`config.mk`:
```
export PLATFORM = sky130hd
export DESIGN_NAME = pipelined_core
export DESIGN_NICKNAME = d
export VERILOG_FILES = /design/src/rtl/pipelined_core.sv
export SDC_FILE = /design/constraint.sdc
export NUM_CORES = 1
export LEC_CHECK = 0
export BUFFER_PORTS_ARGS = -buffer_cell sky130_fd_sc_hd__clkbuf_2
export CORE_MARGIN = 3
export CORE_UTILIZATION = 60
export CTS_CLUSTER_DIAMETER = 200
export DETAILED_ROUTE_END_ITERATION = 8
export PLACE_DENSITY = 0.81
export SLEW_MARGIN = 10
export SYNTH_ARGS = -nofsm -noshare
export SYNTH_HDL_FRONTEND = slang
export SYNTH_SLANG_ARGS = --single-unit
```
`constraint.sdc`:
```
create_clock -name in_clk -period 9.9 [get_ports in_clk]
set_clock_uncertainty 0.1 [all_clocks]
set_input_delay 0.99 -clock in_clk [delete_from_list [all_inputs] [get_ports in_clk]]
set_output_delay 0.99 -clock in_clk [all_outputs]
set_load 0.005 [all_outputs]
```
`src/rtl/pipelined_core.sv`:
```
// Three-stage (fetch / execute / write-back) core with branch flush, stall and halt.
// Define PROC_FORWARD_EN to forward the write-back result into execute operands.
module pipelined_core #(
  parameter  int DATA_W  = 16,
  parameter  int REG_AW  = 4,
  parameter  int PC_W    = 8,
  localparam int INSTR_W = 5 + 3*REG_AW
) (
  input  logic               in_clk,
  input  logic               in_rst,
  output logic [PC_W-1:0]    out_imem_addr,
  input  logic [INSTR_W-1:0] in_imem_data,
  input  logic               in_stall,
  input  logic [REG_AW-1:0]  in_dbg_addr,
  output logic [DATA_W-1:0]  out_dbg_data,
  output logic               out_wb_en,
  output logic [REG_AW-1:0]  out_wb_addr,
  output logic [DATA_W-1:0]  out_wb_data,
  output logic               out_halted
);
  localparam int NREG = 1 << REG_AW;

  localparam logic [4:0] OP_ADD  = 5'd1;
  localparam logic [4:0] OP_SUB  = 5'd2;
  localparam logic [4:0] OP_AND  = 5'd3;
  localparam logic [4:0] OP_OR   = 5'd4;
  localparam logic [4:0] OP_LDI  = 5'd5;
  localparam logic [4:0] OP_BEQZ = 5'd6;
  localparam logic [4:0] OP_HALT = 5'd7;

  localparam logic [INSTR_W-1:0] INSTR_NOP = '0;

  logic [PC_W-1:0]    pc_reg, pc_next;
  logic [INSTR_W-1:0] ir_reg, ir_next;
  logic               wb_en_reg, wb_en_next;
  logic [REG_AW-1:0]  wb_addr_reg, wb_addr_next;
  logic [DATA_W-1:0]  wb_data_reg, wb_data_next;
  logic               halted_reg, halted_next;
  logic [DATA_W-1:0]  regs [NREG];

  logic [4:0]          opcode;
  logic [REG_AW-1:0]   dest, src1, src2;
  logic [2*REG_AW-1:0] imm;
  logic [DATA_W-1:0]   op_a, op_b, ex_result;
  logic                ex_wr_en;

  assign opcode = ir_reg[INSTR_W-1 -: 5];
  assign dest   = ir_reg[3*REG_AW-1 -: REG_AW];
  assign src1   = ir_reg[2*REG_AW-1 -: REG_AW];
  assign src2   = ir_reg[REG_AW-1:0];
  assign imm    = ir_reg[2*REG_AW-1:0];

`ifdef PROC_FORWARD_EN
  assign op_a = (wb_en_reg && wb_addr_reg == src1) ? wb_data_reg : regs[src1];
  assign op_b = (wb_en_reg && wb_addr_reg == src2) ? wb_data_reg : regs[src2];
`else
  // Without forwarding a distance-1 consumer sees the pre-write-back value.
  assign op_a = regs[src1];
  assign op_b = regs[src2];
`endif

  always_comb begin
    ex_result = '0;
    ex_wr_en  = 1'b0;
    case (opcode)
      OP_ADD: begin ex_result = op_a + op_b;     ex_wr_en = 1'b1; end
      OP_SUB: begin ex_result = op_a - op_b;     ex_wr_en = 1'b1; end
      OP_AND: begin ex_result = op_a & op_b;     ex_wr_en = 1'b1; end
      OP_OR:  begin ex_result = op_a | op_b;     ex_wr_en = 1'b1; end
      OP_LDI: begin ex_result = DATA_W'(imm);    ex_wr_en = 1'b1; end
      default: ;
    endcase
  end

  always_comb begin
    pc_next      = pc_reg;
    ir_next      = ir_reg;
    wb_en_next   = 1'b0;
    wb_addr_next = wb_addr_reg;
    wb_data_next = wb_data_reg;
    halted_next  = halted_reg;
    if (!in_stall) begin
      if (halted_reg) begin
        ir_next = INSTR_NOP;
      end else begin
        wb_en_next   = ex_wr_en;
        wb_addr_next = dest;
        wb_data_next = ex_result;
        if (opcode == OP_HALT) begin
          halted_next = 1'b1;
          ir_next     = INSTR_NOP;
        end else if (opcode == OP_BEQZ && op_a == '0) begin
          // Taken branch squashes the single wrong-path instruction in IR.
          pc_next = imm[PC_W-1:0];
          ir_next = INSTR_NOP;
        end else begin
          pc_next = pc_reg + PC_W'(1);
          ir_next = in_imem_data;
        end
      end
    end
  end

  always_ff @(posedge in_clk) begin
    if (!in_rst) begin
      pc_reg      <= '0;
      ir_reg      <= INSTR_NOP;
      wb_en_reg   <= 1'b0;
      wb_addr_reg <= '0;
      wb_data_reg <= '0;
      halted_reg  <= 1'b0;
    end else begin
      pc_reg      <= pc_next;
      ir_reg      <= ir_next;
      wb_en_reg   <= wb_en_next;
      wb_addr_reg <= wb_addr_next;
      wb_data_reg <= wb_data_next;
      halted_reg  <= halted_next;
    end
  end

  // Write-back commits regardless of stall; EX above already read the old value.
  always_ff @(posedge in_clk) begin
    if (!in_rst) begin
      for (int i = 0; i < NREG; i++) regs[i] <= '0;
    end else if (wb_en_reg) begin
      regs[wb_addr_reg] <= wb_data_reg;
    end
  end

  assign out_imem_addr = pc_reg;
  assign out_dbg_data  = regs[in_dbg_addr];
  assign out_wb_en     = wb_en_reg;
  assign out_wb_addr   = wb_addr_reg;
  assign out_wb_data   = wb_data_reg;
  assign out_halted    = halted_reg;

endmodule

```
; Word level (Yosys, flattened, before mapping)
; Memories as Yosys holds them, arrays and structs flattened. A register that Yosys moved wholly into a read port is not among the register bits.
; Index checks and enable logic that the tools add are counted.
[op_classes]
order_cmp = 0
eq_ne = 7
reduce_logical = 7
muxes = 19
addsub = 3
div = 0
shifts = 0
mul = 0
bitwise = 6
[ops]
columns = op, n
row1 = case mux 16 bit (5 select lines), 1
row2 = two-way mux 17 bit, 3
row3 = equality test 5 x 3 -> 1 bit (second input constant), 4
row4 = two-way mux 4 bit, 5
row5 = adder 16 bit, 1
row6 = AND 16 bit, 1
row7 = zero test 16 bit, 1
row8 = two-way mux 16 bit, 1
row9 = bitwise OR 16 bit, 1
row10 = OR reduction 16 bit, 1
row11 = subtractor 16 bit, 1
row12 = equality test 5 x 2 -> 1 bit (second input constant), 2
row13 = adder 8 x 1 -> 8 bit (second input constant), 1
row14 = two-way mux 1 bit, 8
row15 = two-way mux 8 bit, 1
row16 = equality test 5 x 1 -> 1 bit (second input constant), 1
row17 = OR reduction 5 bit, 1
row18 = inverter 1 bit, 4
row19 = AND reduction 3 bit, 1
row20 = OR reduction 3 bit, 1
row21 = AND reduction 2 bit, 1
row22 = logical AND 1 bit, 1
[totals]
latchBits = 0
regBits = 47
mem_count = 1
inputBits = 24
romBits = 0
wordCells = 49
ram_bits = 256
[memory_table]
columns = name, words, width, read_ports, rd_clocked_by_memory_dff, write_ports, line_no
row1 = regs, 16, 16, 3, 2, 16, 39  ; logic [DATA_W-1:0] regs [NREG];

; Longest topological paths before layout
[depth]
ltp_word = 7
mapped_depth = 19

; Least setup slack after synthesis
; No wires, ideal clock.
[synth_path]
kind = flip-flop to flip-flop
start = reg with a tool-made name
end = reg wb_data_reg[14] (netlist: out_wb_data[14])
t_arrival_ps = 4343
setup_time_ps = 127
slack_ps = 5330
period_less_slack_ps = 4570
stages_incl_launch_ff = 18
required_time_ps = 9673
path_cell_list = dfxtp_1 buf_6 buf_2 mux4_2 mux4_2 inv_1 ha_1 mux2_2 fa_1 nor2b_1 o21ai_0 a21boi_0 o21ai_0 a21oi_1 a31o_2 a21oi_1 o2111a_1 or3_1
[synth_rtl]
columns = item, line_no
row1 = "end signal, assigned", 117  ; wb_data_reg <= wb_data_next;
row2 = "end, declared", 37  ; logic [DATA_W-1:0] wb_data_reg, wb_data_next;

==> flow_summary.yaml <==
cells_and_area:
  largest_reg_flops: 256
  multiInputGateArea_mm2: 0.00975
  final_layout_size_suffix_gt1_share_pct: 28.7
  final_nets: 1438
  fillCellCount: 2038
  area_delta_synth_final_pct: 9.83
  regArea_mm2: 0.00880
  final_core_util_pct: 67.5
grt:
  first_global_vias: 13500
  grt_remaining_overflow: 0
  grt_max_degree: 65
  grt_pass1_wl_um: 86700
  grt_use_total_pct: 35.1
  antenna_found_initial: 2
route:
  drtIter0Drc: 1856
  routed_wl_um: 58600
  wl_per_cell_um: 32.3
  antenna_left: 0
  dr.pass1.iters: 8
  drc_errors: 0
  vias_per_cell: 7.55
  vias: 13700
outcome:
  status: "completed"
timing:
  period_share_pct: 58.3
  period_needed_ps: 5770
  relSlewSlack_pct: 15.8
  setup_viol: 0
  rsz0062_at_grt: "no"
  hold_viol: 0
  fmax_mhz: 173
  tns_ps: 0
  worstMarginPinSlew_ps: 1260
  finalMaxSlewViolations: 0
floorplan:
  initial_core_util_pct: 61.5
  fp-row-count: 64
  fp.dieW_um: 184
  dieHeight_um: 184
  core_mm2: 0.0309
  boundaryPins: 70
  die_area_mm2: 0.0338
worst_setup_path:
  cp.required_ps: 10190
  cp_data_arrival_time_ps: 6070
  critical_path_class: "flip-flop to flip-flop"
  ff2ff_setup_slack_ps: 4130
  worstPathMaxFanout: 52
  startpoint_type: "flip-flop"
  crit_path_end_kind: "flip-flop"
cts:
  insertion_delay_ps: 540
  cts_sinks: 311
  cts_resized: 0
  clock_path_buffers: 3
  cts_setup_buffers: 0
  cts_buffers: 35
  clk_pin_slew_ps: 60
  cts_tree: "yes"
  cts_max_level: 2
  cts_root_buffer: "clkbuf_16"
  ctsHoldBuffers: 0
synth:
  ys_seq_area_share_pct: 46.2
  netlist_area_mm2: 0.0190
  yosys_most_used_dff: "edfxtp_1"
  yosys-top-cells-count: "262 x and2_1, 256 x edfxtp_1, 200 x mux4_2"
  synth_top_cell_area_share_pct: 40.4
  postSynthAreaPerCell_um2: 13.9
  synth.most_common_cell: "and2_1"
  yosys_warnings: 0
  yosysUniqueCellTypes: 61
  synth-edff-count: 256
  synth-async-reset-ratio_pct: 0
  yosysTopAreaCell: "edfxtp_1"
  syn_nets: 1409
  ys_seq_elements: 311
  synth_area_leaders: "edfxtp_1 40%, mux4_2 24%, and2_1 8.6%, dfxtp_1 5.8%, mux4_1 3.3%"
  syn-instance-count: 1364
flow_run:
  cap_violations: 0
power:
  leakagePower_nw: 7.43
  irDropWorstVdd_mv: 0.144
  powerDensity_mw_per_mm2: 163
place:
  gp_congestion: 0.977
  hpwl_um: 36000
  io_buffers: 69
hold_path:
  hold_path.class: "flip-flop to flip-flop"
-- path summary, 6_finish.rpt --
kind / start / endpoint / cells after the start
setup / recovery: flip-flop / out_wb_data[13] / 18
hold reg to reg: ir_reg[9] / out_wb_addr[1] / 2
hold / removal: ir_reg[9] / out_wb_addr[1] / 2
setup reg to reg: flip-flop / out_wb_data[13] / 18
-- layout make-up --
class	instances	area share [%]
inverter	15	0.270
tap	396	2.37
timing repair buffer	106	3.00
multi-input combinational	924	46.7
sequential	311	42.2
antenna	1	0.0120
clock buffer	40	4.54
clock inverter	20	0.959
-- stage by stage --
step	power, mW	worst slack [ps]	hold slack, ps	std cells	cell area (µm²)
after global routing	3.49	3720	408	1812	20900
after global placement	2.07	4320	355	1752	19700
after detailed placement	2.09	4240	370	1752	19700
after CTS	3.38	4190	376	1812	20900
after floorplan	1.92	5330	341	1364	19000
final	3.40	4130	374	1813	20900
-- logic make-up (layout without fill, tap and decap cells) --
kind of cell               after synthesis  count (layout)  synth area share [%]
adders and majority gates               21              21                  1.42
buffers and inverters                  129             181                  3.00
other                                    0               1                     0
AOI/OAI and AO/OA                      196             196                  6.68
and+or+nand+nor                        437             437                  13.3
DFF                                    311             311                  46.2
xor gates and xnor gates                26              26                  1.24
muxes                                  244             244                  28.1
-- critical path, stage by stage (launching register included) --
cell,delay (ps)
dfxtp_4,530
buf_4,860
mux4_1,650
a22o_1,250
a221oi_2,500
and4_1,390
nand3_1,120
nor2_1,210
a21oi_1,110
xor2_1,210
ha_1,410
and3_1,190
nand3_1,80
a211o_1,240
nand2_1,100
a31oi_1,120
xnor2_1,150
a222oi_1,270
o21ai_0,110
-- layout by cell type (no fill, tap or decap), drive strengths merged, types with 7 or more instances in the layout --
| cell type | netlist | layout |
|---|---|---|
| clkinv | 0 | 11 |
| nand2 | 42 | 42 |
| o21ai | 63 | 63 |
| inv | 15 | 18 |
| a22oi | 24 | 24 |
| a21oi | 43 | 43 |
| xor2 | 11 | 11 |
| buf | 33 | 39 |
| ha | 20 | 20 |
| and3 | 7 | 7 |
| edfxtp | 256 | 256 |
| and2 | 262 | 262 |
| a22o | 9 | 9 |
| nor3 | 14 | 14 |
| nor2 | 41 | 41 |
| clkbuf | 81 | 107 |
| xnor2 | 15 | 15 |
| dfxtp | 55 | 55 |
| a221oi | 9 | 9 |
| mux2i | 10 | 10 |
| a21boi | 10 | 10 |
| mux2 | 10 | 10 |
| a31oi | 8 | 8 |
| nor2b | 39 | 39 |
| mux4 | 224 | 224 |
-- power breakdown --
group | leakage (nW) | switching [mW] | internal, mW | total [mW]
clock network | 0.561 | 0.549 | 0.768 | 1.32
logic | 3.78 | 0.318 | 0.256 | 0.574
registers | 3.09 | 0.0517 | 1.46 | 1.51
total | 7.43 | 0.919 | 2.48 | 3.40
-- routing by layer --
metal  GRT usage, %  vias up  routed length (µm)
met5              0        -                  13
met4           18.8        2                3650
met3           10.8      284                8330
met2           54.1     1223               27100
met1           45.3     6753               19500
li1               -     5433                   -
No activity file was read; power rests on OpenSTA's default activity.
